**config.mk**
```make
export PLATFORM = sky130hd
export DESIGN_NAME = pc_seq_ctrl_flat
export DESIGN_NICKNAME = d
export VERILOG_FILES = /design/src/rtl/pc_seq_ctrl_pkg.sv /design/src/rtl/pc_seq_ctrl_if.sv /design/src/rtl/pc_seq_ctrl_sat_counter.sv /design/src/rtl/pc_seq_ctrl.sv /design/src/flat_wrapper.sv
export SDC_FILE = /design/constraint.sdc
export NUM_CORES = 1
export LEC_CHECK = 0
export CAP_MARGIN = 20
export CORE_MARGIN = 8
export CORE_UTILIZATION = 56
export DETAILED_ROUTE_END_ITERATION = 10
export PLACE_DENSITY_LB_ADDON = 0.2
export SETUP_SLACK_MARGIN = 0.5
export SLEW_MARGIN = 30
export SYNTH_ARGS = -nofsm -noshare
export SYNTH_HDL_FRONTEND = slang
export SYNTH_SLANG_ARGS = --single-unit
```
**constraint.sdc**
```tcl
create_clock -name clk -period 3.77 [get_ports clk]
set_clock_uncertainty 0.2 [all_clocks]
set_input_delay 0.377 -clock clk [delete_from_list [all_inputs] [get_ports clk]]
set_output_delay 0.377 -clock clk [all_outputs]
set_load 0.05 [all_outputs]
```
**src/rtl/pc_seq_ctrl_pkg.sv**
```systemverilog
// Shared encodings for the PC sequencing controller: PC update types,
// controller states and the bundle of registered outputs.
package pc_seq_ctrl_pkg;

  localparam logic [1:0] PC_ADDR_NORMAL = 2'b00;
  localparam logic [1:0] PC_ADDR_BRANCH = 2'b01;
  localparam logic [1:0] PC_ADDR_JUMP   = 2'b10;
  localparam logic [1:0] PC_ADDR_UNUSED = 2'b11;

  localparam logic [1:0] SEQ_IDLE   = 2'd0;
  localparam logic [1:0] SEQ_RUN    = 2'd1;
  localparam logic [1:0] SEQ_WAIT   = 2'd2;
  localparam logic [1:0] SEQ_COMMIT = 2'd3;

  typedef struct packed {
    logic       pc_en;
    logic [1:0] inc_type;
    logic       take;
    logic       fetch_valid;
    logic       flush;
    logic       err_timeout;
  } seq_out_t;

  localparam seq_out_t SEQ_OUT_RST = '{
    pc_en:       1'b0,
    inc_type:    PC_ADDR_NORMAL,
    take:        1'b0,
    fetch_valid: 1'b0,
    flush:       1'b0,
    err_timeout: 1'b0
  };

  // Only branches and jumps need an ALU resolution; UNUSED behaves as NORMAL.
  function automatic logic is_redirect(input logic [1:0] addr_type);
    return (addr_type == PC_ADDR_BRANCH) || (addr_type == PC_ADDR_JUMP);
  endfunction

endpackage

```
**src/rtl/pc_seq_ctrl_if.sv**
```systemverilog
// Bundle between decode/ALU/PC and the sequencing controller.
interface pc_seq_ctrl_if #(
  parameter int CNT_W = 16
) ();

  logic             stall;
  logic             decode_valid;
  logic [1:0]       decode_type;
  logic             res_valid;
  logic             res_taken;
  logic             pc_en;
  logic [1:0]       pc_inc_type;
  logic             pc_take;
  logic             fetch_valid;
  logic             flush;
  logic             err_timeout;
  logic [CNT_W-1:0] br_cnt;
  logic [CNT_W-1:0] tk_cnt;

  modport master (
    output stall, decode_valid, decode_type, res_valid, res_taken,
    input  pc_en, pc_inc_type, pc_take, fetch_valid, flush, err_timeout,
    input  br_cnt, tk_cnt
  );

  modport slave (
    input  stall, decode_valid, decode_type, res_valid, res_taken,
    output pc_en, pc_inc_type, pc_take, fetch_valid, flush, err_timeout,
    output br_cnt, tk_cnt
  );

endinterface

```
**src/rtl/pc_seq_ctrl_sat_counter.sv**
```systemverilog
// Saturating up-counter with enable; sticks at all-ones instead of wrapping.
module pc_seq_ctrl_sat_counter #(
  parameter int W = 16
) (
  input  logic         clk,
  input  logic         rst_n,
  input  logic         en,
  output logic [W-1:0] count
);

  logic [W-1:0] cnt_q, cnt_d;

  always_comb begin
    cnt_d = cnt_q;
    if (en && (cnt_q != '1)) begin
      cnt_d = cnt_q + W'(1);
    end
  end

  always_ff @(posedge clk or negedge rst_n) begin
    if (!rst_n) begin
      cnt_q <= '0;
    end else begin
      cnt_q <= cnt_d;
    end
  end

  assign count = cnt_q;

endmodule

```
**src/rtl/pc_seq_ctrl.sv**
```systemverilog
// PC sequencing controller: gates PC updates, freezes fetch while a branch or
// jump awaits ALU resolution, and keeps saturating branch statistics.
module pc_seq_ctrl
  import pc_seq_ctrl_pkg::*;
#(
  parameter int CNT_W   = 16,
  parameter int TIMEOUT = 15
) (
  input  logic          clk,
  input  logic          rst_n,
  pc_seq_ctrl_if.slave  bus
);

  localparam logic [7:0] TIMER_LAST = 8'(TIMEOUT - 1);

  logic [1:0]       state_q, state_d;
  logic [1:0]       type_q, type_d;
  logic [7:0]       timer_q, timer_d;
  seq_out_t         out_q, out_d;
  logic             br_inc, tk_inc;
  logic [CNT_W-1:0] br_cnt, tk_cnt;

  // Outputs are registered with the state, so each state's decision becomes
  // visible in the following cycle, stable for the PC's falling-edge sample.
  always_comb begin
    state_d = state_q;
    type_d  = type_q;
    timer_d = timer_q;
    out_d   = SEQ_OUT_RST;
    case (state_q)
      SEQ_IDLE: begin
        state_d = SEQ_RUN;
      end
      SEQ_RUN: begin
        if (!bus.stall) begin
          if (bus.decode_valid && is_redirect(bus.decode_type)) begin
            type_d  = bus.decode_type;
            timer_d = '0;
            state_d = SEQ_WAIT;
          end else begin
            out_d.pc_en       = 1'b1;
            out_d.fetch_valid = 1'b1;
          end
        end
      end
      SEQ_WAIT: begin
        if (bus.res_valid) begin
          out_d.pc_en    = 1'b1;
          out_d.inc_type = type_q;
          out_d.take     = bus.res_taken;
          out_d.flush    = bus.res_taken;
          state_d        = SEQ_COMMIT;
        end else if (timer_q == TIMER_LAST) begin
          out_d.pc_en       = 1'b1;
          out_d.inc_type    = type_q;
          out_d.err_timeout = 1'b1;
          state_d           = SEQ_COMMIT;
        end else begin
          timer_d = timer_q + 8'd1;
        end
      end
      SEQ_COMMIT: begin
        // The cycle after commit is already a RUN cycle, so stall applies.
        state_d = SEQ_RUN;
        if (!bus.stall) begin
          out_d.pc_en       = 1'b1;
          out_d.fetch_valid = 1'b1;
        end
      end
      default: begin
        state_d = SEQ_IDLE;
      end
    endcase
  end

  always_ff @(posedge clk or negedge rst_n) begin
    if (!rst_n) begin
      state_q <= SEQ_IDLE;
      type_q  <= PC_ADDR_NORMAL;
      timer_q <= '0;
      out_q   <= SEQ_OUT_RST;
    end else begin
      state_q <= state_d;
      type_q  <= type_d;
      timer_q <= timer_d;
      out_q   <= out_d;
    end
  end

  assign br_inc = (state_q == SEQ_COMMIT);
  assign tk_inc = br_inc && out_q.take;

  pc_seq_ctrl_sat_counter #(.W(CNT_W)) u_br_cnt (
    .clk   (clk),
    .rst_n (rst_n),
    .en    (br_inc),
    .count (br_cnt)
  );

  pc_seq_ctrl_sat_counter #(.W(CNT_W)) u_tk_cnt (
    .clk   (clk),
    .rst_n (rst_n),
    .en    (tk_inc),
    .count (tk_cnt)
  );

  assign bus.pc_en       = out_q.pc_en;
  assign bus.pc_inc_type = out_q.inc_type;
  assign bus.pc_take     = out_q.take;
  assign bus.fetch_valid = out_q.fetch_valid;
  assign bus.flush       = out_q.flush;
  assign bus.err_timeout = out_q.err_timeout;
  assign bus.br_cnt      = br_cnt;
  assign bus.tk_cnt      = tk_cnt;

endmodule

```
**src/flat_wrapper.sv**
```systemverilog
// flat-port wrapper written by rule: the top's interface ports become plain ports
module pc_seq_ctrl_flat import pc_seq_ctrl_pkg::*;
#(
  parameter int CNT_W   = 16,
  parameter int TIMEOUT = 15
)
  (clk, rst_n, bus_stall, bus_decode_valid, bus_decode_type, bus_res_valid, bus_res_taken, bus_pc_en, bus_pc_inc_type, bus_pc_take, bus_fetch_valid, bus_flush, bus_err_timeout, bus_br_cnt, bus_tk_cnt);
  pc_seq_ctrl_if #(.CNT_W(CNT_W)) bus_i ();
  input  logic clk;
  input  logic rst_n;
  input wire logic [$bits(bus_i.stall)-1:0] bus_stall;
  input wire logic [$bits(bus_i.decode_valid)-1:0] bus_decode_valid;
  input wire logic [$bits(bus_i.decode_type)-1:0] bus_decode_type;
  input wire logic [$bits(bus_i.res_valid)-1:0] bus_res_valid;
  input wire logic [$bits(bus_i.res_taken)-1:0] bus_res_taken;
  output wire logic [$bits(bus_i.pc_en)-1:0] bus_pc_en;
  output wire logic [$bits(bus_i.pc_inc_type)-1:0] bus_pc_inc_type;
  output wire logic [$bits(bus_i.pc_take)-1:0] bus_pc_take;
  output wire logic [$bits(bus_i.fetch_valid)-1:0] bus_fetch_valid;
  output wire logic [$bits(bus_i.flush)-1:0] bus_flush;
  output wire logic [$bits(bus_i.err_timeout)-1:0] bus_err_timeout;
  output wire logic [$bits(bus_i.br_cnt)-1:0] bus_br_cnt;
  output wire logic [$bits(bus_i.tk_cnt)-1:0] bus_tk_cnt;
  assign bus_i.stall = bus_stall;
  assign bus_i.decode_valid = bus_decode_valid;
  assign bus_i.decode_type = bus_decode_type;
  assign bus_i.res_valid = bus_res_valid;
  assign bus_i.res_taken = bus_res_taken;
  assign bus_pc_en = bus_i.pc_en;
  assign bus_pc_inc_type = bus_i.pc_inc_type;
  assign bus_pc_take = bus_i.pc_take;
  assign bus_fetch_valid = bus_i.fetch_valid;
  assign bus_flush = bus_i.flush;
  assign bus_err_timeout = bus_i.err_timeout;
  assign bus_br_cnt = bus_i.br_cnt;
  assign bus_tk_cnt = bus_i.tk_cnt;
  pc_seq_ctrl #(.CNT_W(CNT_W), .TIMEOUT(TIMEOUT)) u_core (.clk(clk), .rst_n(rst_n), .bus(bus_i));
endmodule
```
### Yosys cells after proc, flatten, opt, wreduce, memory -nomap -nowiden

Index checks and enable logic that the tools add are counted.

| storage, ports and cells | value |
|---|---|
| input port bits | 8 |
| register bits | 51 |
| word-level logic and storage cells | 61 |
| output and inout bits | 39 |

| cells by class | value |
|---|---|
| add/sub/neg operators | 3 |
| bitwise logic cells | 1 |
| mux-type cells | 22 |
| reductions and logical operators | 11 |
| equality and inequality tests | 13 |

Operator list:

| kind | count |
|---|---|
| $add 16x1->16 const B | 2 |
| $mux 8 | 4 |
| $ne 16x16->1 const B | 2 |
| $pmux 8 s2 | 1 |
| $mux 2 | 5 |
| $mux 3 | 3 |
| $add 8x1->8 const B | 1 |
| $eq 8x4->1 const B | 1 |
| $eq 2x2->1 const B | 3 |
| $mux 1 | 6 |
| $ne 2x2->1 const B | 3 |
| $pmux 2 s3 | 1 |
| $reduce_and 3->1 | 2 |
| $reduce_and 5->1 | 1 |
| $eq 2x1->1 const B | 2 |
| $logic_and 1x1->1 | 4 |
| $ne 3x2->1 const B | 1 |
| $pmux 1 s3 | 1 |
| $logic_not 2->1 | 1 |
| $ne 2x1->1 const B | 1 |
| $pmux 1 s2 | 1 |
| $reduce_bool 2->1 | 1 |
| $reduce_or 2->1 | 1 |
| $logic_or 1x1->1 | 1 |
| $not 1->1 | 1 |

### Depth between registers and ports, before layout

| depth | value |
|---|---|
| word-level depth | 6 |
| mapped depth | 7 |
| mapped depth without buffers | 6 |

### By module

From an unflattened synthesis, not the netlist that was laid out.

| unflattened totals | value |
|---|---|
| cell total of the unflattened synthesis | 233 |
| area, all modules | 2652.5 µm² |

Modules (own cells, without submodules):

| module | times used | area an instance (µm²) | cells each |
|---|---|---|---|
| pc_seq_ctrl_sat_counter | 2 | 859.6 | 72 |
| pc_seq_ctrl | 1 | 933.4 | 89 |

### Worst setup path after synthesis

Ideal clock, no wire load.

| timing | value |
|---|---|
| kind | register -> register |
| start | reg u_core.u_tk_cnt.cnt_q[13] (netlist: u_core.u_tk_cnt.count[13]) |
| end | reg u_core.u_tk_cnt.cnt_q[1] (netlist: u_core.u_tk_cnt.count[1]) |
| clock period less this slack | 2.300 ns |
| buffers on the path | 0 |
| setup time | 0.125 ns |
| slack | 1.470 ns |
| arrival | 1.975 ns |
| stages on the path, launching flop included | 5 |
| path through | dfrtp_1 nand4_1 or3_4 o311a_4 mux2_4 |

| on the way | value |
|---|---|
| cells in the longest elaborated chain, start to end | 2 |

RTL lines:

| element | RTL line | source |
|---|---|---|
| start: declaration | pc_seq_ctrl_sat_counter.sv:11 | `logic [W-1:0] cnt_q, cnt_d;` |
| start signal: assignment | pc_seq_ctrl_sat_counter.sv:24 | `cnt_q <= cnt_d;` |
| $ne 16x16->1 | pc_seq_ctrl_sat_counter.sv:15 | `if (en && (cnt_q != '1)) begin` |
| $logic_and 1x1->1 | pc_seq_ctrl_sat_counter.sv:15 |  |

No other way between the ends.
A chain may end at the register's enable or synchronous reset.

### Worst setup path after layout

| timing | value |
|---|---|
| start | reg u_core.state_q[0] |
| end | reg u_core.timer_q[3] |

| on the way | value |
|---|---|
| cells in the longest elaborated chain, start to end | 3 |
| elaborated cells on any way between the ends | 9 |

RTL lines:

| element | RTL line | source |
|---|---|---|
| start: declaration | pc_seq_ctrl.sv:16 | `logic [1:0] state_q, state_d;` |
| start signal: assignment | pc_seq_ctrl.sv:83 | `state_q <= state_d;` |
| $eq 2x2->1 / $eq 2x1->1 (equally long branches) | pc_seq_ctrl.sv:30 | `case (state_q)` |
| $ne 2x2->1 (no source line) (tied with other cells) | -- |  |
| $reduce_and 5->1 (no source line) | -- |  |
| end signal: assignment | pc_seq_ctrl.sv:85 | `timer_q <= timer_d;` |
| end: declaration | pc_seq_ctrl.sv:18 | `logic [7:0] timer_q, timer_d;` |

Parallel ways exist; a longest one is shown, timed or not.

==> results.md <==
* Final period utilization at between 60% and 70%
* Ys async rst share at 100.0%
* RSZ-0062 raised after global routing: false
* Hold-fix buffers, CTS at 1
* # rows at 24
* Post-DP Area at ~3100 sq um
* Post-cts resize count at 0
* Setup CP Type: reg2reg
* Synthesized area per cell at 10.64 sq um
* Switching power at 0.0006634 W
* IO buf count at 46
* Period minus WS final at 2448 ps
* HPWL Detailed at 4.020 mm
* DR WL/cell at 16.24 um
* Post-synth EDFFs at 0
* Final ANT Viol Nets at 0
* Setup-failing EPs final at 0
* Met1 Wirelength at 2.453 mm
* Final Util at between 70% and 80%
* Post-Syn Area at around 2600 sq um
* Cell mode on critical path: o31ai_1
* Post-synth top cells: 50 x dfrtp_1, 16 x nand3_1, 14 x xnor2_1, 13 x nand2_1, 13 x nor2_1
* Crit-path cells: inv_1 -> ha_1 -> or4bb_1 -> o211ai_1 -> o31ai_1 -> o31ai_1
* CTS root buf: clkbuf_8
* Worst reg2reg startpoint: u_core.state_q[0]$_DFFE_PN0P_
* Die W at around 84 um
* Yosys warns at 0
* GRT Total Usage at 15.85%
* GR Overflow Total at 0
* Max-cap violation count at 0
* Sequential element share of the synthesized area at 48.38%
* I/O pin cnt at 47
* Synth area leader: dfrtp_1
* Yosys cell types at 48
* Uppermost layer routed: met4
* Clock power frac at 18.0%
* Initial antenna violation count at 0
* Switching Fraction at 40.36%
* Synth Flop Type: dfrtp_1
* DIE HEIGHT at approximately 84 um
* Crit path max-delay family: compound AO/OA/AOI/OAI gates
* Final wirelength at around 5.6 mm
* Area of the core at 4414 sq um
* Power density cells at approximately 520 nW/um^2
* # clock sinks at 50
* N_diodes at 0
* Crit-path slowest cell: or4bb_1
* Maximum clock insertion buffer count at 2
* Total CTS buffers at 5
* Met3 WL at 249 um
* Leak at ~1.3 nW
* H-Tree Depth at 2
* Most frequent cell after synthesis: dfrtp_1
* Crit path launch: u_core.state_q[0]$_DFFE_PN0P_
* Setup slack, reg-to-reg at 1320 ps
* Via Count at between 2000 and 2500
* Setup TNS at 0 ps
* Reg2reg path depth at 6
* Peak supply drop at approximately 0.44 mV
* Critical Path AT at 2450 ps
* Largest net degree at the start of global routing at 51
* Setup ws final at ~1300 ps
* Int Power at 0.0009803 W
* Share of layout cells above drive strength 1 at 6.529%
* Register bit count reported by yosys at 50
* CP Capture Type: flip-flop
* Pre-CTS WS at 1248 ps
* Final hold vios at 0
* Finished Cell Area at 3159 sq um
* Worst hold slack at roughly 310 ps
* DRC errors left at 0
* Worst Tran Pin Value at between 700 and 800 ps
* Initial core utilization at 58.59%
* Seq pwr share at about 43%
* Reg clk slew, reported paths at about 80 ps
* Status: finished, final reports clean
* Syn_nets at 260
* Routability congestion estimate from global placement at a little under 0.9
* Maximum net fanout on the critical path at 11
* Setup crit start kind: flip-flop
* Comb pwr share at between 30% and 40%
* Largest cells by area after synthesis: dfrtp_1 48%, xnor2_1 4.7%, ha_1 4.4%
* Clock Latency Late Sink at 300 ps
* Detail Route met2 WL at about 2.8 mm
* Max Fclk at 408.5 MHz
* Critical path data required time at between 3000 and 4000 ps
* Via-per-instance ratio at 6.032
* Slowest stage delay, CP at 510 ps
* Initial DRC Count at 93
* Hold Path Depth at 1
* Pre-antenna DRT Iters at 6
* Crit path depth at 6
* CTS tree: built
* Slew Limit Fails at 0
* Hold Path Class: reg2reg
* WP buf/inv at 1
* Area delta synth->final at 22.16%
* Synth top area share at 48.38%
* First-pass GRT wire length at 9.494 mm
* Vias in the first global route at 1973
* Post-CTS setup repair buffer count at 0
* Slew margin rel. at 51.55%
* # nets final at approximately 310
* Hold wc startpoint: u_core.u_tk_cnt.count[15]$_DFFE_PN0P_
* Die area at around 7000 sq um
* Syn Inst Count at 243
## cells in the final DEF, fill, tap and decap left out, types with 6 or more instances in the layout
cell,synthesis,final
a21oi_1,9,9
a31oi_1,6,6
and3_1,8,8
clkdlybuf4s50_1,0,45
dfrtp_1,50,50
ha_1,9,9
nand2_1,13,13
nand3_1,16,16
nand4_1,11,11
nor2_1,13,13
o21ai_0,10,10
o31ai_1,8,8
xnor2_1,14,14
xor2_1,7,7
## per-layer routing
metal | up-vias | GRT usage, %
met2 | 50 | 27.16
met3 | 7 | 4.297
met5 | - | 0
met4 | 0 | 4.239
li1 | 1004 | -
met1 | 1008 | 18.95
## layout make-up
class                           instances  area [sq um]
Clock buffer                            7         76.32
Multi-Input combinational cell        182          1280
Fill cell                             348          1255
Timing Repair Buffer                   47         467.9
Sequential cell                        50          1251
Tap cell                               52         65.06
Inverter                                5         18.77
## worst paths after layout
path | to
hold / removal | u_core.u_tk_cnt.count[15]$_DFFE_PN0P_
setup / recovery | u_core.timer_q[3]$_DFFE_PN0P_
max in group asynchronous | u_core.u_tk_cnt.count[0]$_DFFE_PN0P_
setup reg to reg | u_core.timer_q[3]$_DFFE_PN0P_
min in group asynchronous | u_core.u_br_cnt.count[9]$_DFFE_PN0P_
hold reg to reg | u_core.u_tk_cnt.count[15]$_DFFE_PN0P_
## kinds of logic (layout without fill, tap and decap cells)
kind of cell,Yosys count,after routing,synth area share (%)
adder cells (fa/ha/maj),9,9,4.354
multiplexers,5,5,2.274
AO/OA/AOI/OAI,56,56,15.24
AND/OR/NAND/NOR,91,91,20.51
flip-flops,50,50,48.38
XOR/XNOR,21,21,7.112
buffers and inverters,11,59,2.129
## stage by stage
stage / total power, W / std cells
after detailed placement: 0.001358 / 335
after floorplan: 0.001167 / 243
final: 0.001644 / 343
after global routing: 0.001729 / 343
after CTS: 0.001654 / 343
after global placement: 0.001343 / 335
## registers in the layout (all words and copies together), names as in the netlist
register	cells
u_core.type_q	2
u_core.state_q	2
u_core.u_br_cnt.count	16
u_core.u_tk_cnt.count	16
u_core.bus.err_timeout	1
u_core.bus.fetch_valid	1
u_core.bus.pc_inc_type	2
u_core.timer_q	8
u_core.bus.flush	1
u_core.bus.pc_en	1
## power groups by stage
stage	sequential (W)	combinational, W	clock (W)
final	0.000707	0.000640	0.000296
after CTS	0.000708	0.000645	0.000302
after global placement	0.000714	0.000629	0
after global routing	0.000723	0.000690	0.000317
after floorplan	0.000867	0.000300	0
after detailed placement	0.000717	0.000641	0
Note: power is estimated with default switching activity, not from simulation.
